===== src/rtl/mux_stream_scheduler_pkg.sv =====
// Shared encodings for the stream routing mux and its round-robin scheduler.
package mux_stream_scheduler_pkg;

  localparam int NUM_EP = 5;

  localparam logic [2:0] SEL_IDLE = 3'd0;
  localparam logic [2:0] SEL_M1   = 3'd1;
  localparam logic [2:0] SEL_M2   = 3'd2;
  localparam logic [2:0] SEL_S1   = 3'd3;
  localparam logic [2:0] SEL_S2   = 3'd4;
  localparam logic [2:0] SEL_S3   = 3'd5;

  typedef enum logic [1:0] {
    ST_IDLE,
    ST_GUARD,
    ST_ACTIVE,
    ST_RELEASE
  } state_e;

endpackage


===== src/rtl/mux_stream_scheduler_rr_arbiter5.sv =====
// Combinational round-robin pick over five requesters, searching upward from ptr+1.
module rr_arbiter5
  import mux_stream_scheduler_pkg::*;
(
  input  logic [4:0] req,
  input  logic [2:0] ptr,
  output logic       valid,
  output logic [2:0] idx,
  output logic [4:0] onehot
);

  logic [2:0] cand;

  always_comb begin
    valid  = 1'b0;
    idx    = '0;
    onehot = '0;
    cand   = '0;
    for (int i = 1; i <= NUM_EP; i++) begin
      cand = 3'((int'(ptr) + i) % NUM_EP);
      if (!valid && req[cand]) begin
        valid = 1'b1;
        idx   = cand;
      end
    end
    if (valid) onehot = 5'd1 << idx;
  end

endmodule


===== src/rtl/mux_stream_scheduler.sv =====
// Owns the routing mux select: grants one endpoint at a time, guards the switch,
// and releases on tlast handshake or stall timeout.
module mux_stream_scheduler
  import mux_stream_scheduler_pkg::*;
#(
  parameter int TIMEOUT_CYCLES = 255,
  parameter int CNT_W          = 8,
  parameter int GUARD_CYCLES   = 1
) (
  input  logic             clk,
  input  logic             rst_n,
  input  logic             enable,
  input  logic [4:0]       req,
  input  logic             tvalid,
  input  logic             tready,
  input  logic             tlast,
  output logic [2:0]       sel,
  output logic [4:0]       grant,
  output logic             go,
  output logic             busy,
  output logic             done,
  output logic             timeout_err,
  output logic [CNT_W-1:0] beat_count
);

  localparam logic [3:0]       GUARD_LAST = 4'(GUARD_CYCLES - 1);
  localparam logic [CNT_W-1:0] STALL_LIM  = CNT_W'(TIMEOUT_CYCLES);
  localparam logic [CNT_W-1:0] BEAT_MAX   = {CNT_W{1'b1}};

  state_e           state_q, state_d;
  logic [2:0]       ptr_q, ptr_d, win_q, win_d, sel_q, sel_d;
  logic [4:0]       grant_q, grant_d;
  logic             go_q, go_d, busy_q, busy_d, done_q, done_d, tmo_q, tmo_d;
  logic [CNT_W-1:0] beat_q, beat_d, stall_q, stall_d;
  logic [3:0]       guard_q, guard_d;

  logic       arb_valid;
  logic [2:0] arb_idx;
  logic [4:0] arb_onehot;
  logic       hs;

  rr_arbiter5 u_arb (
    .req    (req),
    .ptr    (ptr_q),
    .valid  (arb_valid),
    .idx    (arb_idx),
    .onehot (arb_onehot)
  );

  assign hs = tvalid & tready & go_q;

  always_comb begin
    state_d = state_q;
    ptr_d   = ptr_q;
    win_d   = win_q;
    sel_d   = sel_q;
    grant_d = grant_q;
    beat_d  = beat_q;
    stall_d = stall_q;
    guard_d = guard_q;
    done_d  = 1'b0;
    tmo_d   = 1'b0;
    case (state_q)
      ST_IDLE: begin
        if (enable && arb_valid) begin
          state_d = ST_GUARD;
          win_d   = arb_idx;
          sel_d   = SEL_M1 + arb_idx;
          grant_d = arb_onehot;
          beat_d  = '0;
          stall_d = '0;
          guard_d = '0;
        end
      end
      ST_GUARD: begin
        if (guard_q == GUARD_LAST) state_d = ST_ACTIVE;
        else                       guard_d = guard_q + 4'd1;
      end
      ST_ACTIVE: begin
        if (hs) begin
          if (beat_q != BEAT_MAX) beat_d = beat_q + 1'b1;
          stall_d = '0;
        end else begin
          stall_d = stall_q + 1'b1;
        end
        // A closing handshake takes precedence over a coincident timeout.
        if (hs && tlast) begin
          state_d = ST_RELEASE;
          done_d  = 1'b1;
        end else if (stall_q == STALL_LIM) begin
          state_d = ST_RELEASE;
          tmo_d   = 1'b1;
        end
        if (state_d == ST_RELEASE) begin
          ptr_d   = win_q;
          sel_d   = SEL_IDLE;
          grant_d = '0;
        end
      end
      ST_RELEASE: state_d = ST_IDLE;
      default:    state_d = ST_IDLE;
    endcase
    go_d   = (state_d == ST_ACTIVE);
    busy_d = (state_d != ST_IDLE);
  end

  always_ff @(posedge clk) begin
    if (!rst_n) begin
      state_q <= ST_IDLE;
      ptr_q   <= 3'd4;
      win_q   <= '0;
      sel_q   <= SEL_IDLE;
      grant_q <= '0;
      go_q    <= 1'b0;
      busy_q  <= 1'b0;
      done_q  <= 1'b0;
      tmo_q   <= 1'b0;
      beat_q  <= '0;
      stall_q <= '0;
      guard_q <= '0;
    end else begin
      state_q <= state_d;
      ptr_q   <= ptr_d;
      win_q   <= win_d;
      sel_q   <= sel_d;
      grant_q <= grant_d;
      go_q    <= go_d;
      busy_q  <= busy_d;
      done_q  <= done_d;
      tmo_q   <= tmo_d;
      beat_q  <= beat_d;
      stall_q <= stall_d;
      guard_q <= guard_d;
    end
  end

  assign sel         = sel_q;
  assign grant       = grant_q;
  assign go          = go_q;
  assign busy        = busy_q;
  assign done        = done_q;
  assign timeout_err = tmo_q;
  assign beat_count  = beat_q;

endmodule


===== config.mk =====
export PLATFORM = sky130hd
export DESIGN_NAME = mux_stream_scheduler
export DESIGN_NICKNAME = d
export VERILOG_FILES = /design/src/rtl/mux_stream_scheduler_pkg.sv /design/src/rtl/mux_stream_scheduler_rr_arbiter5.sv /design/src/rtl/mux_stream_scheduler.sv
export SDC_FILE = /design/constraint.sdc
export NUM_CORES = 1
export LEC_CHECK = 0
export ABC_AREA = 1
export CORE_MARGIN = 4
export CORE_UTILIZATION = 53
export CTS_BUF_LIST = sky130_fd_sc_hd__clkbuf_4 sky130_fd_sc_hd__clkbuf_8 sky130_fd_sc_hd__clkbuf_16
export CTS_CLUSTER_DIAMETER = 80
export DETAILED_ROUTE_END_ITERATION = 6
export PLACE_DENSITY = 0.77
export SYNTH_ARGS = -nofsm -noshare
export SYNTH_HDL_FRONTEND = slang
export SYNTH_SLANG_ARGS = --single-unit
export TNS_END_PERCENT = 20

===== constraint.sdc =====
create_clock -name clk -period 3.6 [get_ports clk]
set_input_delay 1.08 -clock clk [delete_from_list [all_inputs] [get_ports clk]]
set_output_delay 1.08 -clock clk [all_outputs]
set_load 0.005 [all_outputs]

## Word level (Yosys, flattened, before mapping)

Cells that the tools add are included.

- Register bits: 40
- Input port bits: 11
- Output and inout bits: 20

- Add/sub/neg operators: 9
- Div/mod/pow operators: 5
- $lt $le $gt $ge: 5
- Equal/unequal tests: 12
- Shifts and indexed selects: 1
- Muxes and demuxes: 44
- Bitwise operators: 4
- Reductions and logical operators: 23

Operators by type and width:

| cell | count |
|---|---|
| modulo 32 x 4 -> 32 bit, second input constant | 5 |
| 2-to-1 mux 8 bit | 4 |
| one-hot mux 8 bit (2 select lines) | 2 |
| 2-to-1 mux 3 bit | 7 |
| less-than comparator 3 x 4 -> 1 bit, second input constant | 5 |
| adder 8 x 1 -> 8 bit, second input constant | 2 |
| binary-select mux 1 bit (select 3 bit) | 5 |
| 2-to-1 mux 5 bit | 3 |
| 2-to-1 mux 1 bit | 12 |
| 2-to-1 mux 2 bit | 5 |
| != test 2 bit, second input constant | 5 |
| one-hot mux 5 bit (2 select lines) | 1 |
| adder 3 x 2 -> 4 bit, second input constant | 2 |
| adder 3 x 3 -> 4 bit, second input constant | 2 |
| equality test 2 bit, second input constant | 4 |
| equality test 8 bit, second input constant | 1 |
| 2-to-1 mux 4 bit | 2 |
| != test 8 bit, second input constant | 1 |
| one-hot mux 2 bit (4 select lines) | 1 |
| one-hot mux 4 bit (2 select lines) | 1 |
| AND reduction 2 bit | 4 |
| logical AND 1 bit | 6 |
| one-hot mux 3 bit (2 select lines) | 1 |
| AND reduction 3 bit | 2 |
| other kinds (13) | 20 |

## Logic depth before layout (Yosys ltp)

Gate-level depths: netlist of the first run.

- Depth in word-level cells: 21
- Depth in mapped cells: 33
- Gate-level depth less buffers: 33

## Cells and area by module

Synthesis of the first run repeated with hierarchy kept, for this count alone.

- Cell total of the unflattened synthesis: 532
- Area, all modules: 3,412.0 sq um

Modules (own cells, without submodules):

| module | times used | cells each | area each (sq um) | sequential area each (sq um) |
|---|---|---|---|---|
| mux_stream_scheduler | 1 | 257 | 1,839.3 | 800.8 |
| rr_arbiter5 | 1 | 275 | 1,572.8 | 0.0 |

## Worst setup path before layout of the first run

OpenSTA, ideal clock, no wires.

- Kind: reg2reg
- Start: reg ptr_q[0]
- End: reg sel_q[2], in the netlist sel[2]
- Data arrival time: 3,722 ps
- Data required time: 3,531 ps
- Path slack: -191 ps
- Cell stages (with the launch flop): 28
- Buffers on the path: 2
- Path through: dfxtp_1 > buf_4 > inv_2 > ha_1 > buf_4 > inv_1 > ha_1 > inv_1 > ha_1 > nor3b_1 > nand2_1 > nand2_2 > nand2_2 > nand2_2 > nand4_1 > nor2_1 > inv_2 > nand2_4 > nor2_8 > nand3_1 > inv_1 > nand2_1 > nand4_1 > nand2_1 > inv_1 > ha_1 > ha_1 > o21ai_1

- Longest elaborated chain between the ends: 20
- Elaborated cells on any way between the ends: 44

Ends and longest elaborated chain:

| element | line | text |
|---|---|---|
| from (decl) | mux_stream_scheduler.sv:31 | `logic [2:0] ptr_q, ptr_d, win_q, win_d, sel_q, sel_d;` |
| from (signal assigned) | mux_stream_scheduler.sv:123 | `ptr_q <= ptr_d;` |
| adder 3 x 1 -> 4 bit | mux_stream_scheduler_rr_arbiter5.sv:20 | `cand = 3'((int'(ptr) + i) % NUM_EP);` |
| modulo 32 x 4 -> 32 bit | mux_stream_scheduler_rr_arbiter5.sv:20 |  |
| binary-select mux 1 bit (select 3 bit) | mux_stream_scheduler_rr_arbiter5.sv:21 | `if (!valid && req[cand]) begin` |
| 2-to-1 mux 1 bit (not written as such) | mux_stream_scheduler_rr_arbiter5.sv:21 |  |
| 2-to-1 mux 1 bit | mux_stream_scheduler_rr_arbiter5.sv:21 |  |
| logical NOT 1 bit | mux_stream_scheduler_rr_arbiter5.sv:21 |  |
| logical AND 1 bit | mux_stream_scheduler_rr_arbiter5.sv:21 |  |
| 2-to-1 mux 1 bit | mux_stream_scheduler_rr_arbiter5.sv:21 |  |
| [5 not listed] | -- |  |
| 2-to-1 mux 1 bit | mux_stream_scheduler_rr_arbiter5.sv:21 |  |
| logical NOT 1 bit | mux_stream_scheduler_rr_arbiter5.sv:21 |  |
| logical AND 1 bit | mux_stream_scheduler_rr_arbiter5.sv:21 |  |
| 2-to-1 mux 3 bit * | mux_stream_scheduler_rr_arbiter5.sv:21 |  |
| named net arb_idx[1] | mux_stream_scheduler.sv:38 | `logic [2:0] arb_idx;` |
| adder 1 x 3 -> 3 bit * | mux_stream_scheduler.sv:68 | `sel_d = SEL_M1 + arb_idx;` |
| 2-to-1 mux 3 bit * | mux_stream_scheduler.sv:65 | `if (enable && arb_valid) begin` |
| one-hot mux 3 bit (2 select lines) * | mux_stream_scheduler.sv:63 | `case (state_q)` |
| to (signal assigned) | mux_stream_scheduler.sv:125 | `sel_q <= sel_d;` |
| to (decl) | mux_stream_scheduler.sv:31 |  |

The timed path passes the listed nets; every way through them passes the cells marked *. The select of a mux whose other input is x is not followed.
A chain may end at the register's enable or synchronous reset.

## Final worst setup path of the first run

- Start: reg ptr_q[1]
- End: reg grant_q[1], in the netlist grant[1]

- Longest elaborated chain between the ends: 21
- Elaborated cells on any way between the ends: 45

Ends and longest elaborated chain:

| element | line | text |
|---|---|---|
| adder 3 x 1 -> 4 bit | mux_stream_scheduler_rr_arbiter5.sv:20 |  |
| modulo 32 x 4 -> 32 bit | mux_stream_scheduler_rr_arbiter5.sv:20 |  |
| binary-select mux 1 bit (select 3 bit) | mux_stream_scheduler_rr_arbiter5.sv:21 |  |
| 2-to-1 mux 1 bit (not written as such) | mux_stream_scheduler_rr_arbiter5.sv:21 |  |
| 2-to-1 mux 1 bit | mux_stream_scheduler_rr_arbiter5.sv:21 |  |
| logical NOT 1 bit | mux_stream_scheduler_rr_arbiter5.sv:21 |  |
| logical AND 1 bit | mux_stream_scheduler_rr_arbiter5.sv:21 |  |
| 2-to-1 mux 1 bit | mux_stream_scheduler_rr_arbiter5.sv:21 |  |
| [5 not listed] | -- |  |
| 2-to-1 mux 1 bit | mux_stream_scheduler_rr_arbiter5.sv:21 |  |
| logical NOT 1 bit | mux_stream_scheduler_rr_arbiter5.sv:21 |  |
| logical AND 1 bit | mux_stream_scheduler_rr_arbiter5.sv:21 |  |
| 2-to-1 mux 3 bit | mux_stream_scheduler_rr_arbiter5.sv:21 |  |
| left shift 1 x 3 -> 5 bit | mux_stream_scheduler_rr_arbiter5.sv:26 | `if (valid) onehot = 5'd1 << idx;` |
| 2-to-1 mux 5 bit | mux_stream_scheduler_rr_arbiter5.sv:26 |  |
| 2-to-1 mux 5 bit | mux_stream_scheduler.sv:65 |  |
| one-hot mux 5 bit (2 select lines) | mux_stream_scheduler.sv:63 |  |
| to (signal assigned) | mux_stream_scheduler.sv:126 | `grant_q <= grant_d;` |
| to (decl) | mux_stream_scheduler.sv:32 | `logic [4:0] grant_q, grant_d;` |

Several ways; a longest one is shown, not always the timed one. The select of a mux whose other input is x is not followed.

==> results of run 1 <==
-- final timing paths --
| kind | end | start |
|---|---|---|
| setup / recovery | grant[1]$_SDFFE_PN0P_ | ptr_q[1]$_SDFFE_PN0P_ |
| setup reg to reg | grant[1]$_SDFFE_PN0P_ | ptr_q[1]$_SDFFE_PN0P_ |
| hold reg to reg | win_q[1]$_SDFFE_PN0P_ | win_q[1]$_SDFFE_PN0P_ |
| hold / removal | win_q[1]$_SDFFE_PN0P_ | win_q[1]$_SDFFE_PN0P_ |
-- cell usage after synthesis, drive strengths merged --
master  instances  area share [%]
a21oi          32             4.8
a22oi           1            0.22
a31oi           1            0.19
buf             5             1.2
clkbuf          6            0.67
dfxtp          40              24
ha             30              11
inv            82             9.3
nand2         141              18
nand3          71              11
nand3b          4            0.90
nand4          13             3.1
nor2           38             5.0
nor3            6            0.90
nor3b           1            0.22
o211ai          4             1.0
o21ai          31             4.9
o21bai          1            0.22
o311ai          2            0.52
or2             1            0.19
xnor2           2            0.52
xor2            6             1.8
-- area by class of cell --
class                           count  area [sq um]
Multi-Input combinational cell    385          2460
Fill cell                         443          1628
Clock buffer                        6         82.58
Tap cell                           75         93.84
Clock inverter                      2         38.79
Inverter                           82         320.3
Sequential cell                    40         809.5
Timing Repair Buffer               68         593.1
-- per-layer routing --
| layer | GRT usage [%] | wire, microns | vias up | share of wire, % |
|---|---|---|---|---|
| met4 | 5.300 | 222 | 0 | 2.3 |
| met5 | 0 | 0 | - | 0 |
| met1 | 29.18 | 4218 | 1716 | 44 |
| met2 | 39.52 | 4586 | 137 | 48 |
| met3 | 3.879 | 580 | 25 | 6.0 |
| li1 | - | - | 1818 | - |
-- metrics by stage --
step           TNS (ns)  hold WS [ns]  cells
2_1_floorplan         0        0.4209    518
3_3_place_gp          0        0.4408    628
3_5_place_dp    -0.9533        0.4412    628
4_1_cts               0        0.4576    640
5_1_grt          -3.133        0.4956    658
6_report        -0.2771        0.4561    658
-- power by group through the flow --
stage                     Clock [mW]  Combinational (mW)  Sequential (mW)
after global routing           0.418               0.263            0.477
after detailed placement           0               0.206            0.485
final                          0.398               0.239            0.474
after global placement             0               0.201            0.485
after floorplan                    0               0.132            0.484
after CTS                      0.405               0.214            0.474
-- cells by family (layout without fill, tap and decap cells) --
family	count (synthesis)	count (layout)	share of synthesized area (%)
simple gates	275	275	39.54
buf+inv	93	158	11.11
compound gates	72	72	11.86
flops	40	40	23.94
fa+ha+maj	30	30	11.22
xor+xnor	8	8	2.320
-- sequential cells by signal (all words and copies together), names as in the netlist --
signal and cells:
go 1, busy 1, grant 5, beat_count 8, guard_q 4, stall_q 8
state_q 2, timeout_err 1, done 1, sel 3, win_q 3, ptr_q 3
-- worst max-delay path, delay by kind of cell, from the launching register on --
kind / cells / cell delay, ns
AO/OA/AOI/OAI: 1 / 0.13
adder cells (fa/ha/maj): 4 / 0.59
buffers and inverters: 6 / 0.34
flip-flops: 1 / 0.38
AND/OR/NAND/NOR: 20 / 2.17
-- repair_timing --
item / 4_1_cts / 5_1_grt
resized for setup: 20 / 61
endpoints found under the setup margin: 17 / 31
gates cloned: 0 / 0
setup buffers: 4 / 19
pin swaps: 11 / 30
hold buffers: 0 / 0
==> metrics.md, run 1 <==
| Metric | Value |
|---|---|
| Outcome | `finished, violations left` |
| Die W | `87.44 microns` |
| Number of diodes | `0` |
| Crit Path Class | `register to register` |
| Total global-route track usage | `22.74%` |
| Pin count of the biggest net entering global routing | `17` |
| Max VDD drop | `0.3209 mV` |
| Site row count | `28` |
| Worst Tran Pin Value | `0.5648 ns` |
| Post-layout min period | `3.686 ns` |
| Antenna violations before repair | `0` |
| Die Y | `87.44 microns` |
| Net Count, Synth | `559` |
| Comb pwr share | `between 20% and 30%` |
| Max_slew headroom | `between 60 and 70%` |
| CTS Sinks | `40` |
| Initial drt markers | `235` |
| Sw power | `0.3282 mW` |
| Most frequent cells in the layout | `107 x nand2_1, 61 x inv_1, 58 x nand3_1, 37 x dfxtp_1, 36 x buf_4` |
| Finished Core Util | `72.99%` |
| Port Buffer Count | `30` |
| Sw Ratio | `between 20% and 30%` |
| Clock skew | `0.002185 ns` |
| Slowest CP cell | `dfxtp_4` |
| Critical path endpoint category | `register` |
| Htree depth | `2` |
| Failing checks | `setup timing` |
| Max Fanout on Critical Path | `4` |
| Clk buf depth | `2` |
| Max Slew Vio Count | `0` |
| Avg Inst Size Synth | `6.456 sq um` |
| Congestion Overflow GR | `0` |
| Initial Util | `about 56%` |
| Initial DRT Pass Iterations | `5` |
| Ports | `31` |
| Final instance area | `4398 sq um` |
| Unrepaired setup endpoints after global routing | `yes` |
| Share of layout cells above drive strength 1 | `25.04%` |
| Final nets | `623` |
| Worst-skew pair later-pin latency | `0.30 ns` |
| Worst hold-check path type | `register to register` |
| Final setup fails | `6` |
| Critical path required time | `3.84 ns` |
| Crit share post-route | `102.4%` |
| Maximum Capacitance Violations | `0` |
| Pre-CTS setup slack | `-0.2160 ns` |
| Root Buffer | `clkbuf_8` |
| Vias | `approximately 3700` |
| Via-per-instance ratio | `~5.6` |
| Post-DR wirelength/cell | `14.60 microns` |
| Drc violations | `0` |
| Sequential share of the synthesized area | `23.94%` |
| Vias in the first global route | `3301` |
| Synth Instances | `approximately 520` |
| WHS Path Cells | `2` |
| Inserted Clock Buffers | `5` |
| Area post-placement | `about 3800 sq um` |
| Die footprint | `7645 sq um` |
| R2R depth | `31` |
| FMAX | `271.3 MHz` |
| Synth unique cells | `37` |
| Power Density | `between 200 and 300 nW/um^2` |
| R2r setup slk | `-0.09 ns` |
| Most common cell after layout, fill and taps aside | `nand2_1` |
| Part of the power in registers | `approximately 43%` |
| P_int | `0.7836 mW` |
| Total wire length | `9607 microns` |
| Final Power | `1.112 mW` |
| Clock Power Share | `35.8%` |
| PnR worst setup slack | `-0.08584 ns` |
| Clock Pin Slew Worst Setup and Hold Paths | `roughly 0.08 ns` |
| Hpwl dp | `approximately 6300 microns` |
| Post-route ant nets | `0` |
| YS warnings | `0` |
| Yosys reg bits | `40` |
| CP Launch Type | `register` |
| First-pass GRT wire length | `14250 microns` |
| Mapped cell area | `3344 sq um` |
| CTS tree | `yes` |
| CP max stage delay | `0.38 ns` |
| Final hold violations | `0` |
| Area Overhead vs Synth | `31.50%` |
| Leak Pwr | `between 1.5 and 2 nW` |
| Gpl congestion | `about 0.89` |
| Core area | `6026 sq um` |
| Worst Path Arrival | `3.92 ns` |
Power figures use the tool's default switching activity.
==> run 2: changes to the inputs <==
CORE_UTILIZATION = 44   (was 53)
PLACE_DENSITY = 0.66   (was 0.77)
==> metrics.md, run 2 (synthesis results as in run 1) <==
| Metric | Value |
|---|---|
| Outcome | `completed` |
| Initial Util | `45.62% (-9.9 points)` |
| CP Launch Type | `register` |
| Worst Path Arrival | `3.75 ns (-0.17 ns)` |
| Die footprint | `9060 sq um (+19%)` |
| Gpl congestion | `0.9022 (+1.5%)` |
| WHS | `0.4606 ns (+0.004518 ns)` |
| Clk buf depth | `2 (unchanged)` |
| Final setup fails | `0 (-6)` |
| Core area | `7331 sq um (+22%)` |
| Total global-route track usage | `19.08% (-3.7 points)` |
| Most frequent cells in the layout | `106 x nand2_1, 61 x inv_1, 60 x nand3_1, 37 x dfxtp_1, 32 x buf_4` |
| Most common cell after layout, fill and taps aside | `nand2_1` |
| Initial DRT Pass Iterations | `4 (-1)` |
| Congestion Overflow GR | `0 (unchanged)` |
| Area post-placement | `3887 sq um (+2.0%)` |
| Critical path endpoint category | `register` |
| CTS Sinks | `40 (unchanged)` |
| Max VDD drop | `0.2550 mV (-21%)` |
| Unrepaired setup endpoints after global routing | `yes` |
| Antenna violations before repair | `0 (unchanged)` |
| Via-per-instance ratio | `5.085 (-9.5%)` |
| Total wire length | `8912 microns (-7.2%)` |
| CTS tree | `yes` |
| Hpwl dp | `6499 microns (+3.2%)` |
| Die Y | `95.19 microns (+8.9%)` |
| Crit share post-route | `99.18% (-3.2 points)` |
| Fillers | `654 (+48%)` |
| Leak Pwr | `1.953 nW (-0.44%)` |
| Maximum Capacitance Violations | `0 (unchanged)` |
| Worst Tran Pin Value | `0.5600 ns (-0.004852 ns)` |
| Root Buffer | `clkbuf_8` |
| Initial drt markers | `121 (-49%)` |
| Vias | `3453 (-6.6%)` |
| Max Fanout on Critical Path | `8 (+4)` |
| Number of diodes | `0 (unchanged)` |
| Vias in the first global route | `3248 (-1.6%)` |
| Post-route ant nets | `0 (unchanged)` |
| Crit Path Class | `register to register` |
| Clock Pin Slew Worst Setup and Hold Paths | `0.07 ns (about the same)` |
| FMAX | `280.1 MHz (+3.2%)` |
| Final nets | `620 (-0.48%)` |
| Critical path required time | `3.78 ns (-0.06 ns)` |
| TNS Setup | `0 ns (+0.2771 ns)` |
| Site row count | `31 (+11%)` |
| Inserted Clock Buffers | `5 (unchanged)` |
| First-pass GRT wire length | `13990 microns (-1.8%)` |
| Power Density | `244.2 nW/um^2 (-3.4%)` |
| Max_slew headroom | `62.58% (+0.32 points)` |
| Port Buffer Count | `30 (unchanged)` |
| Post-layout min period | `3.570 ns (-0.1154 ns)` |
| Drc violations | `0 (unchanged)` |
| Htree depth | `2 (unchanged)` |
| Pin count of the biggest net entering global routing | `17 (unchanged)` |
| Final instance area | `4481 sq um (+1.9%)` |
| Share of layout cells above drive strength 1 | `26.03% (+0.99 points)` |
| Worst hold-check path type | `register to register` |
| Ports | `31 (unchanged)` |
| Die W | `95.19 microns (+8.9%)` |
| Clock skew | `0.009816 ns (+0.007630 ns)` |
| Final hold violations | `0 (unchanged)` |
| Post-DR wirelength/cell | `13.13 microns (-10%)` |
| Max Slew Vio Count | `0 (unchanged)` |
| Worst-skew pair later-pin latency | `0.30 ns (about the same)` |
| Area Overhead vs Synth | `33.97%` |
## run 2: cell count changes in the layout (fill, tap and decap cells not counted), moves of 2 or more
cell,delta
ha_4,+3
buf_4,-4
nand3_1,+2
nand3_2,-2
ha_1,-3
nor2_2,+3
nor2_1,-4
## run 2: stage by stage
stage          total power [mW]  worst slack, ns  std cells  utilization [%]
4_1_cts                   1.070        0.0004357        669            55.25
3_3_place_gp             0.6906          0.03663        658            53.03
6_report                  1.094          0.02959        679            61.12
2_1_floorplan            0.6159          0.02514        518                -
3_5_place_dp             0.6957         -0.09215        658            53.03
5_1_grt                   1.150          -0.1802        679            61.12
## run 2: report_power, final
group | total (mW) | internal (mW) | switching [mW]
Clock | 0.371 | 0.213 | 0.158
Sequential | 0.473 | 0.460 | 0.0136
Combinational | 0.250 | 0.104 | 0.145
## run 2: critical path, cell delays in order, from the launching register on
cell and delay (ns):
dfxtp_4 0.37, buf_8 0.15, buf_4 0.13, ha_1 0.19
nand2_1 0.06, nand2_1 0.16, nand2_2 0.14, nand2_2 0.08
nand2_4 0.09, ha_4 0.14, inv_2 0.04, or2_4 0.25
nand3_4 0.12, nand3_4 0.11, nand2_4 0.11, nand2_2 0.07
nand3_2 0.07, nand3_2 0.07, nand2_2 0.07, inv_1 0.04
nand4_1 0.12, nand4_1 0.19, nand2_2 0.16, inv_2 0.05
ha_2 0.18, ha_4 0.26, o21ai_2 0.05
## run 2: final timing paths
path,startpoint,endpoint,slack [ns],cells after the start
hold / removal,guard_q[2]$_SDFFE_PN0P_,guard_q[2]$_SDFFE_PN0P_,0.46,2
hold reg to reg,guard_q[2]$_SDFFE_PN0P_,guard_q[2]$_SDFFE_PN0P_,0.46,2
setup reg to reg,ptr_q[1]$_SDFFE_PN0P_,sel[2]$_SDFFE_PN0P_,0.03,26
setup / recovery,ptr_q[1]$_SDFFE_PN0P_,sel[2]$_SDFFE_PN0P_,0.03,26
## run 2: timing repair
item	4_1_cts	5_1_grt
hold buffers	0	0
gates resized for setup	12	86
setup endpoints to repair	6	30
buffers inserted	3	10
pin swaps	6	44
## run 2: metal layers
metal  track usage, %  part of all wire, %
met3            4.025                  4.5
met1            24.46                   47
met4            6.250                  2.2
met2            31.78                   46
met5                0                    0
## run 2: cell type report
type                       instances  area (sq um)  area share [%]
sequential                        40         812.0           18.12
inverter                          82         317.8           7.093
tap                               99         123.9           2.765
clock buffer                       6         76.32           1.703
timing repair buffer              65         578.1           12.90
clock inverter                     2         35.03          0.7819
multi-input combinational        385          2537           56.63
